`src/rtl/sd_pkg.sv`:
```
// Shared definitions for the SD bus sequencer: FSM encodings, default idle-clock
// counts and client identifiers.
package sd_pkg;

    localparam logic [2:0] S_POWERUP    = 3'd0;
    localparam logic [2:0] S_INIT_START = 3'd1;
    localparam logic [2:0] S_INIT_RUN   = 3'd2;
    localparam logic [2:0] S_IDLE       = 3'd3;
    localparam logic [2:0] S_GRANT_WR   = 3'd4;
    localparam logic [2:0] S_GRANT_RD   = 3'd5;
    localparam logic [2:0] S_GAP        = 3'd6;
    localparam logic [2:0] S_ERROR      = 3'd7;

    localparam int POWERUP_CLKS_DEF = 80;
    localparam int GAP_CLKS_DEF     = 8;

    typedef enum logic [1:0] {
        CLIENT_INIT = 2'd0,
        CLIENT_WR   = 2'd1,
        CLIENT_RD   = 2'd2
    } client_e;

    // States in which a client owns CS and MOSI.
    function automatic logic is_bus_state(input logic [2:0] s);
        return (s == S_INIT_RUN) || (s == S_GRANT_WR) || (s == S_GRANT_RD);
    endfunction

endpackage

```
`src/rtl/sd_idle_clock_counter.sv`:
```
// Loadable saturating down-counter with a done flag (count == 0); used for the
// power-up clocks, the inter-transaction gap and the optional watchdog.
module sd_idle_clock_counter #(
    parameter int           W       = 8,
    parameter logic [W-1:0] RST_VAL = '0
) (
    input  logic         i_s_clk,
    input  logic         i_reset,
    input  logic         i_load,
    input  logic [W-1:0] i_load_val,
    input  logic         i_en,
    output logic         o_done
);

    logic [W-1:0] r_count;

    always_ff @(posedge i_s_clk or posedge i_reset) begin
        if (i_reset) begin
            r_count <= RST_VAL;
        end else if (i_load) begin
            r_count <= i_load_val;
        end else if (i_en && (r_count != '0)) begin
            r_count <= r_count - W'(1);
        end
    end

    assign o_done = (r_count == '0);

endmodule

```
`src/rtl/sd_bus_sequencer.sv`:
```
// Owns the SD card SPI link: power-up clocks, init hand-off, then fair WR/RD
// arbitration with idle gaps. Optional per-grant watchdog: SD_SEQ_TIMEOUT_EN.
module sd_bus_sequencer
    import sd_pkg::*;
#(
    parameter int POWERUP_CLKS = POWERUP_CLKS_DEF,
    parameter int GAP_CLKS     = GAP_CLKS_DEF
`ifdef SD_SEQ_TIMEOUT_EN
    ,
    parameter int TIMEOUT_CYCLES = 1048576
`endif
) (
    input  logic       i_s_clk,
    input  logic       i_reset,
    input  logic       i_init_busy,
    input  logic       i_init_ok,
    input  logic       i_init_mosi,
    output logic       o_init_start,
    input  logic       i_wr_req,
    input  logic       i_wr_busy,
    input  logic       i_wr_mosi,
    output logic       o_wr_start,
    input  logic       i_rd_req,
    input  logic       i_rd_busy,
    input  logic       i_rd_mosi,
    output logic       o_rd_start,
    output logic       o_mosi,
    output logic       o_cs_n,
    output logic       o_ready,
    output logic       o_error,
    output logic [2:0] o_3_state
);

    localparam int PU_W  = $clog2(POWERUP_CLKS + 1);
    localparam int GAP_W = $clog2(GAP_CLKS + 1);

    logic [2:0] r_state;
    logic [2:0] w_state_nxt;
    logic       r_arm;
    logic       r_init_done;
    client_e    r_last;

    logic       w_pu_done;
    logic       w_gap_done;
    logic       w_gap_load;
    logic       w_run_entry;
    logic       w_busy;
    logic       w_mosi_sel;
    logic       w_grant_wr;
    logic       w_timeout;

    // Only the owning client's busy/mosi are ever looked at.
    always_comb begin
        w_busy     = 1'b0;
        w_mosi_sel = 1'b1;
        case (r_state)
            S_INIT_RUN: begin
                w_busy     = i_init_busy;
                w_mosi_sel = i_init_mosi;
            end
            S_GRANT_WR: begin
                w_busy     = i_wr_busy;
                w_mosi_sel = i_wr_mosi;
            end
            S_GRANT_RD: begin
                w_busy     = i_rd_busy;
                w_mosi_sel = i_rd_mosi;
            end
            default: ;
        endcase
    end

    assign w_grant_wr = i_wr_req && (!i_rd_req || (r_last == CLIENT_RD));

    always_comb begin
        w_state_nxt = r_state;
        case (r_state)
            S_POWERUP:    if (w_pu_done) w_state_nxt = S_INIT_START;
            S_INIT_START: w_state_nxt = S_INIT_RUN;
            S_INIT_RUN:   if (!r_arm && !w_busy) w_state_nxt = i_init_ok ? S_GAP : S_ERROR;
            S_IDLE:       if (i_wr_req || i_rd_req) w_state_nxt = w_grant_wr ? S_GRANT_WR : S_GRANT_RD;
            S_GRANT_WR,
            S_GRANT_RD:   if (!r_arm && !w_busy) w_state_nxt = S_GAP;
            S_GAP:        if (w_gap_done) w_state_nxt = S_IDLE;
            default:      w_state_nxt = S_ERROR;
        endcase
        if (is_bus_state(r_state) && w_timeout) begin
            w_state_nxt = S_ERROR;
        end
    end

    assign w_run_entry = is_bus_state(w_state_nxt) && !is_bus_state(r_state);
    assign w_gap_load  = (w_state_nxt == S_GAP) && (r_state != S_GAP);

    always_ff @(posedge i_s_clk or posedge i_reset) begin
        if (i_reset) begin
            r_state     <= S_POWERUP;
            r_arm       <= 1'b0;
            r_init_done <= 1'b0;
            r_last      <= CLIENT_RD;
        end else begin
            r_state <= w_state_nxt;
            // Arm flag marks the first owned cycle, where busy is not yet meaningful.
            r_arm   <= w_run_entry;
            if ((r_state == S_INIT_RUN) && (w_state_nxt == S_GAP)) begin
                r_init_done <= 1'b1;
            end
            if ((r_state == S_IDLE) && (w_state_nxt == S_GRANT_WR)) begin
                r_last <= CLIENT_WR;
            end else if ((r_state == S_IDLE) && (w_state_nxt == S_GRANT_RD)) begin
                r_last <= CLIENT_RD;
            end
        end
    end

    sd_idle_clock_counter #(
        .W       (PU_W),
        .RST_VAL (PU_W'(POWERUP_CLKS - 1))
    ) u_powerup (
        .i_s_clk    (i_s_clk),
        .i_reset    (i_reset),
        .i_load     (1'b0),
        .i_load_val ('0),
        .i_en       (r_state == S_POWERUP),
        .o_done     (w_pu_done)
    );

    sd_idle_clock_counter #(
        .W       (GAP_W),
        .RST_VAL ('0)
    ) u_gap (
        .i_s_clk    (i_s_clk),
        .i_reset    (i_reset),
        .i_load     (w_gap_load),
        .i_load_val (GAP_W'(GAP_CLKS - 1)),
        .i_en       (r_state == S_GAP),
        .o_done     (w_gap_done)
    );

`ifdef SD_SEQ_TIMEOUT_EN
    localparam int WD_W = 21;

    sd_idle_clock_counter #(
        .W       (WD_W),
        .RST_VAL ('0)
    ) u_watchdog (
        .i_s_clk    (i_s_clk),
        .i_reset    (i_reset),
        .i_load     (w_run_entry),
        .i_load_val (WD_W'(TIMEOUT_CYCLES - 1)),
        .i_en       (is_bus_state(r_state)),
        .o_done     (w_timeout)
    );
`else
    assign w_timeout = 1'b0;
`endif

    assign o_cs_n       = !is_bus_state(r_state);
    assign o_mosi       = w_mosi_sel;
    assign o_init_start = (r_state == S_INIT_START);
    assign o_wr_start   = (r_state == S_GRANT_WR) && r_arm;
    assign o_rd_start   = (r_state == S_GRANT_RD) && r_arm;
    assign o_ready      = (r_state == S_IDLE) && r_init_done;
    assign o_error      = (r_state == S_ERROR);
    assign o_3_state    = r_state;

endmodule

```
`config.mk`:
```
export PLATFORM = sky130hd
export DESIGN_NAME = sd_bus_sequencer
export DESIGN_NICKNAME = d
export VERILOG_FILES = /design/src/rtl/sd_pkg.sv /design/src/rtl/sd_idle_clock_counter.sv /design/src/rtl/sd_bus_sequencer.sv
export SDC_FILE = /design/constraint.sdc
export NUM_CORES = 1
export LEC_CHECK = 0
export BUFFER_PORTS_ARGS = -buffer_cell sky130_fd_sc_hd__buf_4
export CORE_MARGIN = 4
export CORE_UTILIZATION = 56
export CTS_CLUSTER_SIZE = 10
export DETAILED_ROUTE_END_ITERATION = 10
export GPL_ROUTABILITY_DRIVEN = 0
export MAX_ROUTING_LAYER = met4
export PLACE_DENSITY = 0.88
export SETUP_SLACK_MARGIN = 0.15
export SYNTH_ARGS = -nofsm -noshare
export SYNTH_HDL_FRONTEND = slang
export SYNTH_HIERARCHICAL = 1
export SYNTH_SLANG_ARGS = --single-unit
export TNS_END_PERCENT = 1
```
`constraint.sdc`:
```
create_clock -name i_s_clk -period 3.2 [get_ports i_s_clk]
set_input_delay 0.16 -clock i_s_clk [delete_from_list [all_inputs] [get_ports i_s_clk]]
set_output_delay 0.16 -clock i_s_clk [all_outputs]
set_load 0.01 [all_outputs]
```
Word level (Yosys, flattened, before mapping)
Cells that the tools add are included.
{ "op_classes": {"n_eq_ne": 13, "n_reduce_logical": 30, "add_sub_neg": 2, "muxes": 14, "n_bitwise": 0, "n_lt_le_gt_ge": 0, "n_div": 0, "n_shift": 0, "n_mul": 0} }
{ "op_table": {"columns": ["operator", "count"], "rows": [
  ["== test 3 bit, second input constant", 7],
  ["one-hot mux 3 bit (6 select lines)", 1],
  ["2-to-1 mux 3 bit", 5],
  ["logical AND 1 bit", 12],
  ["== test 3 x 2 -> 1 bit, second input constant", 3],
  ["2-to-1 mux 4 bit", 2],
  ["logical NOT 7 bit", 1],
  ["nonzero test 7 bit", 1],
  ["subtractor 7 x 1 -> 7 bit, second input constant", 1],
  ["logical OR 1 bit", 6],
  ["one-hot mux 1 bit (3 select lines)", 2],
  ["logical NOT 1 bit", 4],
  ["logical NOT 4 bit", 1],
  ["2-to-1 mux 2 bit", 2],
  ["nonzero test 2 bit", 2],
  ["nonzero test 4 bit", 1],
  ["subtractor 4 x 1 -> 4 bit, second input constant", 1],
  ["== test 3 x 1 -> 1 bit, second input constant", 1],
  ["logical NOT 3 bit", 1],
  ["inequality test 3 bit, second input constant", 1],
  ["== test 2 bit, second input constant", 1],
  ["2-to-1 mux 1 bit", 2],
  ["OR reduction 2 bit", 1]
]} }
{ "word_totals": {"out_inout_bits": 10, "mem_bits_ro": 0, "ff_bits": 18, "inputBits": 11, "mem_bits_rw": 0, "latchBits": 0, "mem_count": 0} }

Longest topological paths before layout
Gate-level depths: netlist (run 1).
{ "depth": {"ltp_word": 10, "depth_mapped": 10} }

Modules after synthesis
The synthesis (run 1) kept the hierarchy.
{ "by_module_without_submodules": {"columns": ["module", "n_inst", "area_each_um2", "cells_each"], "rows": [
  ["sd_bus_sequencer", 1, 546.8, 59],
  ["sd_idle_clock_counter (u_powerup)", 1, 510.5, 58],
  ["sd_idle_clock_counter (u_gap)", 1, 261.5, 28]
]} }

Least setup slack after synthesis (run 1)
Ideal clock, no wire load.
{ "synth_timing": {"path_type": "reg-to-reg", "from": "register u_powerup.r_count[0]", "to": "register u_gap.r_count[3]", "t_arrival_ps": 2089, "setup_slack_ps": 985, "required_time_ps": 3074, "setup_ps": 126, "path_stages_with_launch": 11, "cell_sequence": "dfstp_2 > inv_1 > ha_1 > nand2b_1 > nor2_1 > a2bb2oi_4 > o2111ai_2 > and4bb_1 > clkbuf_1 > nor3_1 > a221o_1"} }
{ "synth_between": {"elab_chain_cells": 6, "elab_cells_between_ends": 7} }
{ "synth_rtl": {"columns": ["item", "line", "rtl"], "rows": [
  ["from (decl)", "sd_idle_clock_counter.sv:15", "logic [W-1:0] r_count;"],
  ["from (signal assigned)", "sd_idle_clock_counter.sv:21", "r_count <= i_load_val;"],
  ["from (signal assigned)", "sd_idle_clock_counter.sv:23", "r_count <= r_count - W'(1);"],
  ["logical NOT 7 bit (*)", "sd_idle_clock_counter.sv:27", "assign o_done = (r_count == '0);"],
  ["net w_pu_done", "sd_bus_sequencer.sv:43", "logic w_pu_done;"],
  ["2-to-1 mux 3 bit (*)", "sd_bus_sequencer.sv:78", "S_POWERUP: if (w_pu_done) w_state_nxt = S_INIT_START;"],
  ["one-hot mux 3 bit (6 select lines) (*)", "sd_bus_sequencer.sv:77", "case (r_state)"],
  ["net w_state_nxt[0]", "sd_bus_sequencer.sv:38", "logic [2:0] w_state_nxt;"],
  ["== test 3 bit (*)", "sd_bus_sequencer.sv:93", "assign w_gap_load = (w_state_nxt == S_GAP) && (r_state != S_GAP);"],
  ["logical AND 1 bit (*)", "sd_bus_sequencer.sv:93", null],
  ["net w_gap_load", "sd_bus_sequencer.sv:45", "logic w_gap_load;"],
  ["2-to-1 mux 4 bit / nonzero test 2 bit (equally long branches)", null, null],
  ["to (signal assigned)", "sd_idle_clock_counter.sv:21", null],
  ["to (signal assigned)", "sd_idle_clock_counter.sv:23", null],
  ["to (decl)", "sd_idle_clock_counter.sv:15", null]
]} }
Mark *: on every way through the listed nets, which the timed path passes. The rest lies on a longest branch.
A chain may end at the register's enable or synchronous reset.

Worst setup path after layout (run 1)
{ "layout_timing": {"from": "register u_gap.r_count[0]", "to": "register u_gap.r_count[3]"} }
{ "layout_between": {"elab_chain_cells": 6, "elab_cells_between_ends": 11} }
{ "layout_rtl": {"columns": ["item", "line", "rtl"], "rows": [
  ["logical NOT 4 bit (*)", "sd_idle_clock_counter.sv:27", null],
  ["net w_gap_done", "sd_bus_sequencer.sv:44", "logic w_gap_done;"],
  ["2-to-1 mux 3 bit (*)", "sd_bus_sequencer.sv:84", "S_GAP: if (w_gap_done) w_state_nxt = S_IDLE;"],
  ["one-hot mux 3 bit (6 select lines) (*)", "sd_bus_sequencer.sv:77", null],
  ["net w_state_nxt[0]", "sd_bus_sequencer.sv:38", null],
  ["== test 3 bit (*)", "sd_bus_sequencer.sv:93", null],
  ["logical AND 1 bit (*)", "sd_bus_sequencer.sv:93", null],
  ["net w_gap_load", "sd_bus_sequencer.sv:45", null],
  ["2-to-1 mux 4 bit / nonzero test 2 bit (equally long branches)", null, null]
]} }
Mark *: on every way through the listed nets, which the timed path passes. The rest lies on a longest branch. The select of a mux whose other input is x is not followed.

==> results.yml, run 1 <==
status:
  outcome: "finished clean"
synth:
  synth_area_mm2: 0.00132
  yosysWarnings: 6
  synth-main-ff-cell: "dfrtp_1"
  synth-edff-count: 0
  yosysTopAreaCell: "dfrtp_1"
  ys_top_cells_by_area: "dfrtp_1 (23%), dfstp_2 (12%), a21oi_1 (4.9%)"
  yosys_register_bits: 18
  async_flop_share_pct: 100
  syn_area_per_cell_um2: 9.09
  synth_top_cell_area_share_pct: 22.8
  seq_area_frac_synth_pct: 34.7
  ys_types: 58
  synth_cells: 145
floorplanning:
  rows: 17
  die_h_um: 56.5
  ios: 21
  initial_core_util_pct: 59.0
  die_width_um: 56.5
  dieArea_mm2: 0.00320
  core_area_mm2: 0.00223
grt:
  grt_use_total_pct: 19.0
  grt-ovfl-total: 0
  grt_pass1_vias: 1161
  antenna_found_initial: 0
  grt_pass1_wl_mm: 4.83
  grt_max_degree: 19
layout:
  seq_area_um2: 458
  area_delta_synth_final_pct: 16.8
  drive_gt1_share_pct: 27.0
  mostFrequentLayoutCells: "buf_4 (20), a21oi_1 (13), nor2_1 (12), dfrtp_1 (12), conb_1 (12)"
  final_common_cell: "buf_4"
  final.fill_count: 192
  num_antenna_cells: 0
  nets: 188
  final_core_util_pct: 69.0
  multiInputGateArea_um2: 810
setup_path:
  end_kind: "register"
  path_max_fanout: 9
  cp.required_ns: 3.39
  start_kind: "register"
  crit_arrival_ns: 2.48
  criticalPathCategory: "register to register"
timing:
  hold_violations: 0
  tightest_slew_ns: 0.631
  relSlewSlack_pct: 57.7
  fmax_mhz: 436
  tns_ns: 0
  finalCritPeriodShare_pct: 71.6
  rsz0062_at_grt: "no"
  setup_violations: 0
  slew_violations: 0
  min_period_ns: 2.29
  fin_skew_ns: 0.00567
clocking:
  ctsRootBufferMaster: "clkbuf_4"
  post_cts_resized: 0
  cts.clk_slew.worst_paths_ns: 0.11
  cts_sinks: 18
  htree_levels: 1
  hold_buffers: 1
  cts_tree: "built"
  clkLatencyLatePin_ns: 0.29
  cts_buffers: 3
  postCtsSetupBuffers: 0
  cts_buffer_depth: 2
detailed_routing:
  wl_per_cell_um: 13.6
  drtAntennaViolNets: 0
  drt_wl_total_mm: 2.75
  vias: 1163
  dr.pass1.iters: 4
  drt_iter0_drc: 17
  drcViolationCount: 0
  via_per_inst: 5.76
worst_hold_path:
  hp-class: "input port to register"
placement:
  portBuffers: 20
  dp_hpwl_mm: 2.14
power:
  p_leak_nw: 0.652
  power.density_mw_per_mm2: 747
  max-vdd-ir-drop_mv: 0.400
flow_run:
  cap_violations: 0
per-layer routing:
layer  track usage [%]  routed length (um)  part of all wire, %  vias up
met1              21.1                1180                   43      549
met2              33.7                1380                   50       28
met5                 -                   0                    0        -
li1                  -                   -                    -      580
met3              3.45                 140                  5.1        6
met4              6.78                  48                  1.7        0
final cells by class:
class | instances | area share (%)
Clock buffer | 4 | 2.36
Inverter | 11 | 2.68
Multi-Input combinational cell | 120 | 52.6
Sequential cell | 18 | 29.7
Tap cell | 28 | 2.27
Timing Repair Buffer | 21 | 10.4
final timing paths:
path,startpoint,endpoint,slack (ns),cells past startpoint
min in group asynchronous,i_reset,u_gap/r_count[1]$_DFFE_PP0P_,0.30,3
worst max-delay path,u_gap/r_count[0]$_DFFE_PP0P_,u_gap/r_count[3]$_DFFE_PP0P_,0.91,9
worst min-delay path,i_rd_req,o_3_state[0]$_DFF_PP0_,0.17,3
worst max register to register,u_gap/r_count[0]$_DFFE_PP0P_,u_gap/r_count[3]$_DFFE_PP0P_,0.91,9
worst min register to register,r_init_done$_DFFE_PP0P_,r_init_done$_DFFE_PP0P_,0.51,1
max in group asynchronous,i_reset,u_powerup/r_count[0]$_DFFE_PP1P_,2.56,3
power by group:
group          internal, mW  switching [mW]  total [mW]
Combinational         0.295           0.283       0.578
Clock                0.0693          0.0704       0.140
Sequential            0.312           0.121       0.433
Total                 0.676           0.474        1.15
worst max-delay path, stage by stage, from the launching register on:
cell and delay [ns]:
dfrtp_1 0.38, inv_1 0.08, ha_1 0.24, or3b_4 0.27
inv_1 0.07, a21oi_1 0.18, o2111ai_2 0.13, and4bb_1 0.45
nor3_1 0.08, a221o_1 0.31
cells by family after synthesis:
| logic type | synth area share, % |
|---|---|
| other | 0.569 |
| AND/OR/NAND/NOR | 32.3 |
| AO/OA/AOI/OAI | 23.8 |
| flip-flops | 34.7 |
| adder cells (fa/ha/maj) | 1.90 |
| buffers and inverters | 6.74 |
through the flow:
stage          hold WS, ns  total power [mW]  cell area, um^2  worst slack [ns]  instances
6_report             0.165              1.15             1540             0.908        202
5_1_grt              0.164              1.25             1540             0.685        202
4_1_cts              0.163              1.16             1540             0.908        202
3_5_place_dp        0.0795              1.01             1490             0.922        197
3_3_place_gp        0.0719             0.984             1490             0.995        197
2_1_floorplan      -0.0739             0.880             1360             0.985        155
synth_stat cells (2+ instances only):
| master | number |
|---|---|
| a31o_1 | 2 |
| nor2_1 | 12 |
| inv_1 | 11 |
| dfrtp_1 | 12 |
| nand2b_1 | 7 |
| and3b_1 | 2 |
| o21ai_0 | 2 |
| buf_6 | 2 |
| nor3_1 | 4 |
| clkbuf_1 | 2 |
| nand2_1 | 10 |
| ha_1 | 2 |
| conb_1 | 2 |
| dfstp_2 | 6 |
| nor4_1 | 2 |
| nor3_2 | 2 |
| o21ai_1 | 2 |
| o31a_1 | 3 |
| a31oi_1 | 2 |
| o211ai_1 | 2 |
| nor4b_2 | 2 |
| nor3b_1 | 4 |
| a21oi_1 | 13 |
| nor2b_1 | 3 |
flip-flops by register name, indices dropped and copies added, names as in the netlist:
register / cells
r_init_done: 1
u_powerup/r_count: 7
o_3_state: 3
r_last: 2
r_arm: 1
u_gap/r_count: 4
(Power assumes the default switching activity.)
==> run 2: changes to the inputs <==
clock period = 2.2 ns   (was 3.2 ns; I/O delays follow)
==> run 2 against run 1 <==
Net effect: global-route usage grew 1.4 points; register-to-register slack got worse by 0.77 ns; power up 80%.
==> results.yml, run 2 (synthesized netlist as in run 1, its figures left out) <==
setup_path:
  criticalPathCategory: "register to register"
  crit_arrival_ns: 2.25
  start_kind: "register"
  rr_worst_depth: 9
  cp.required_ns: 2.39
  path_max_fanout: 7
  end_kind: "register"
  startpoint: "u_gap/r_count[0]$_DFFE_PP0P_"
  r2r-start: "u_gap/r_count[0]$_DFFE_PP0P_"
layout:
  final_area_mm2: 0.00175
  area_delta_synth_final_pct: 32.6
  drive_gt1_share_pct: 42.5
  nets: 207
  final.fill_count: 147
  largest_reg_flops: 7
  final_common_cell: "buf_4"
  regMostFlops: "u_powerup/r_count"
  num_antenna_cells: 0
  mostFrequentLayoutCells: "buf_4 (39), a21oi_1 (12), conb_1 (12)"
clocking:
  cts_buffer_depth: 2
  ctsRootBufferMaster: "clkbuf_4"
  cts_sinks: 18
  cts_tree: "built"
  clkLatencyLatePin_ns: 0.30
  cts.clk_slew.worst_paths_ns: 0.11
  cts_buffers: 3
  htree_levels: 1
timing:
  tns_ns: 0
  finalCritPeriodShare_pct: 93.6
  min_period_ns: 2.06
  hold_violations: 0
  fin_skew_ns: 0.00522
  slew_violations: 0
  rsz0062_at_grt: "yes"
  tightest_slew_ns: 0.604
  fmax_mhz: 485
  relSlewSlack_pct: 59.4
  setup_violations: 0
detailed_routing:
  drt_iter0_drc: 39
  drt_wl_total_mm: 3.21
  drtAntennaViolNets: 0
  drcViolationCount: 0
  vias: 1269
  wl_per_cell_um: 14.5
  dr.pass1.iters: 4
  via_per_inst: 5.74
floorplanning:
  ios: 21
  dieArea_mm2: 0.00320
  initial_core_util_pct: 59.0
  die_h_um: 56.5
  core_area_mm2: 0.00223
  die_width_um: 56.5
  rows: 17
grt:
  grt_use_total_pct: 20.4
  antenna_found_initial: 0
  grt-ovfl-total: 0
  grt_max_degree: 19
  grt_pass1_wl_mm: 5.06
  grt_pass1_vias: 1185
power:
  power.density_mw_per_mm2: 1180
  p_leak_nw: 0.753
  max-vdd-ir-drop_mv: 0.907
placement:
  dp_hpwl_mm: 2.17
  place_area_mm2: 0.00155
  portBuffers: 20
status:
  outcome: "finished clean"
worst_hold_path:
  hp-class: "input port to register"
  hp-start: "i_rd_req"
  hold_depth: 3
flow_run:
  cap_violations: 0
[run 2: routing by layer]
metal | vias to the layer above | track usage (%) | wire (um)
met4 | 0 | 11.9 | 128
met1 | 600 | 23.2 | 1290
met3 | 13 | 2.76 | 185
met2 | 37 | 33.8 | 1600
met5 | - | - | 0
li1 | 619 | - | -
[run 2: worst paths after layout]
| path | slack (ns) | to |
|---|---|---|
| min reg2reg | 0.51 | r_init_done$_DFFE_PP0P_ |
| min in group asynchronous | 0.27 | u_gap/r_count[1]$_DFFE_PP0P_ |
| max in group asynchronous | 1.62 | r_last[1]$_DFFE_PP1P_ |
| max reg2reg | 0.14 | u_gap/r_count[3]$_DFFE_PP0P_ |
| max | 0.14 | u_gap/r_count[3]$_DFFE_PP0P_ |
| min | 0.10 | r_last[1]$_DFFE_PP1P_ |
[run 2: cell type report]
type                       count  area, um^2  share of cell area (%)
timing repair buffer          40         303                    17.3
inverter                      11        41.3                    2.36
multi-input combinational    120         872                    49.9
sequential                    18         462                    26.4
tap                           28        35.0                    2.00
clock buffer                   4        36.3                    2.07
[run 2: worst max-delay path: stages, from the launching register on]
cell and delay (ns):
dfrtp_1 0.39, inv_2 0.07, ha_4 0.17, or3b_4 0.24, inv_2 0.04, a21oi_2 0.13, o2111ai_2 0.12, and4bb_4 0.40
nor3_2 0.06, a221o_1 0.31
[run 2: per-stage QoR]
stage | utilization [%] | instances | hold WS [ns] | power (mW) | setup slack (ns)
floorplan | - | 155 | -0.124 | 1.34 | 0.138
global placement | 69.6 | 203 | 0.0210 | 1.51 | 0.0645
detailed placement | 69.6 | 203 | 0.0351 | 1.56 | -0.0314
CTS | 75.4 | 218 | 0.0929 | 1.92 | 0.137
global route | 78.3 | 221 | 0.0906 | 2.24 | 0.0454
finish | 78.3 | 221 | 0.103 | 2.07 | 0.140
[run 2: repair_timing]
item / 4_1_cts / 5_1_grt
buffers inserted: 10 / 3
gates resized for setup: 3 / 12
setup endpoints to repair: 3 / 5
hold endpoints to repair: 17 / 0
hold buffers: 1 / 0
pin swaps: 3 / 5
[run 2: power by group]
group          switching (mW)  leakage (nW)  internal (mW)
Combinational           0.547         0.539          0.673
Sequential              0.183         0.194          0.460
Clock                   0.108        0.0210          0.101
Total                   0.838         0.753           1.23
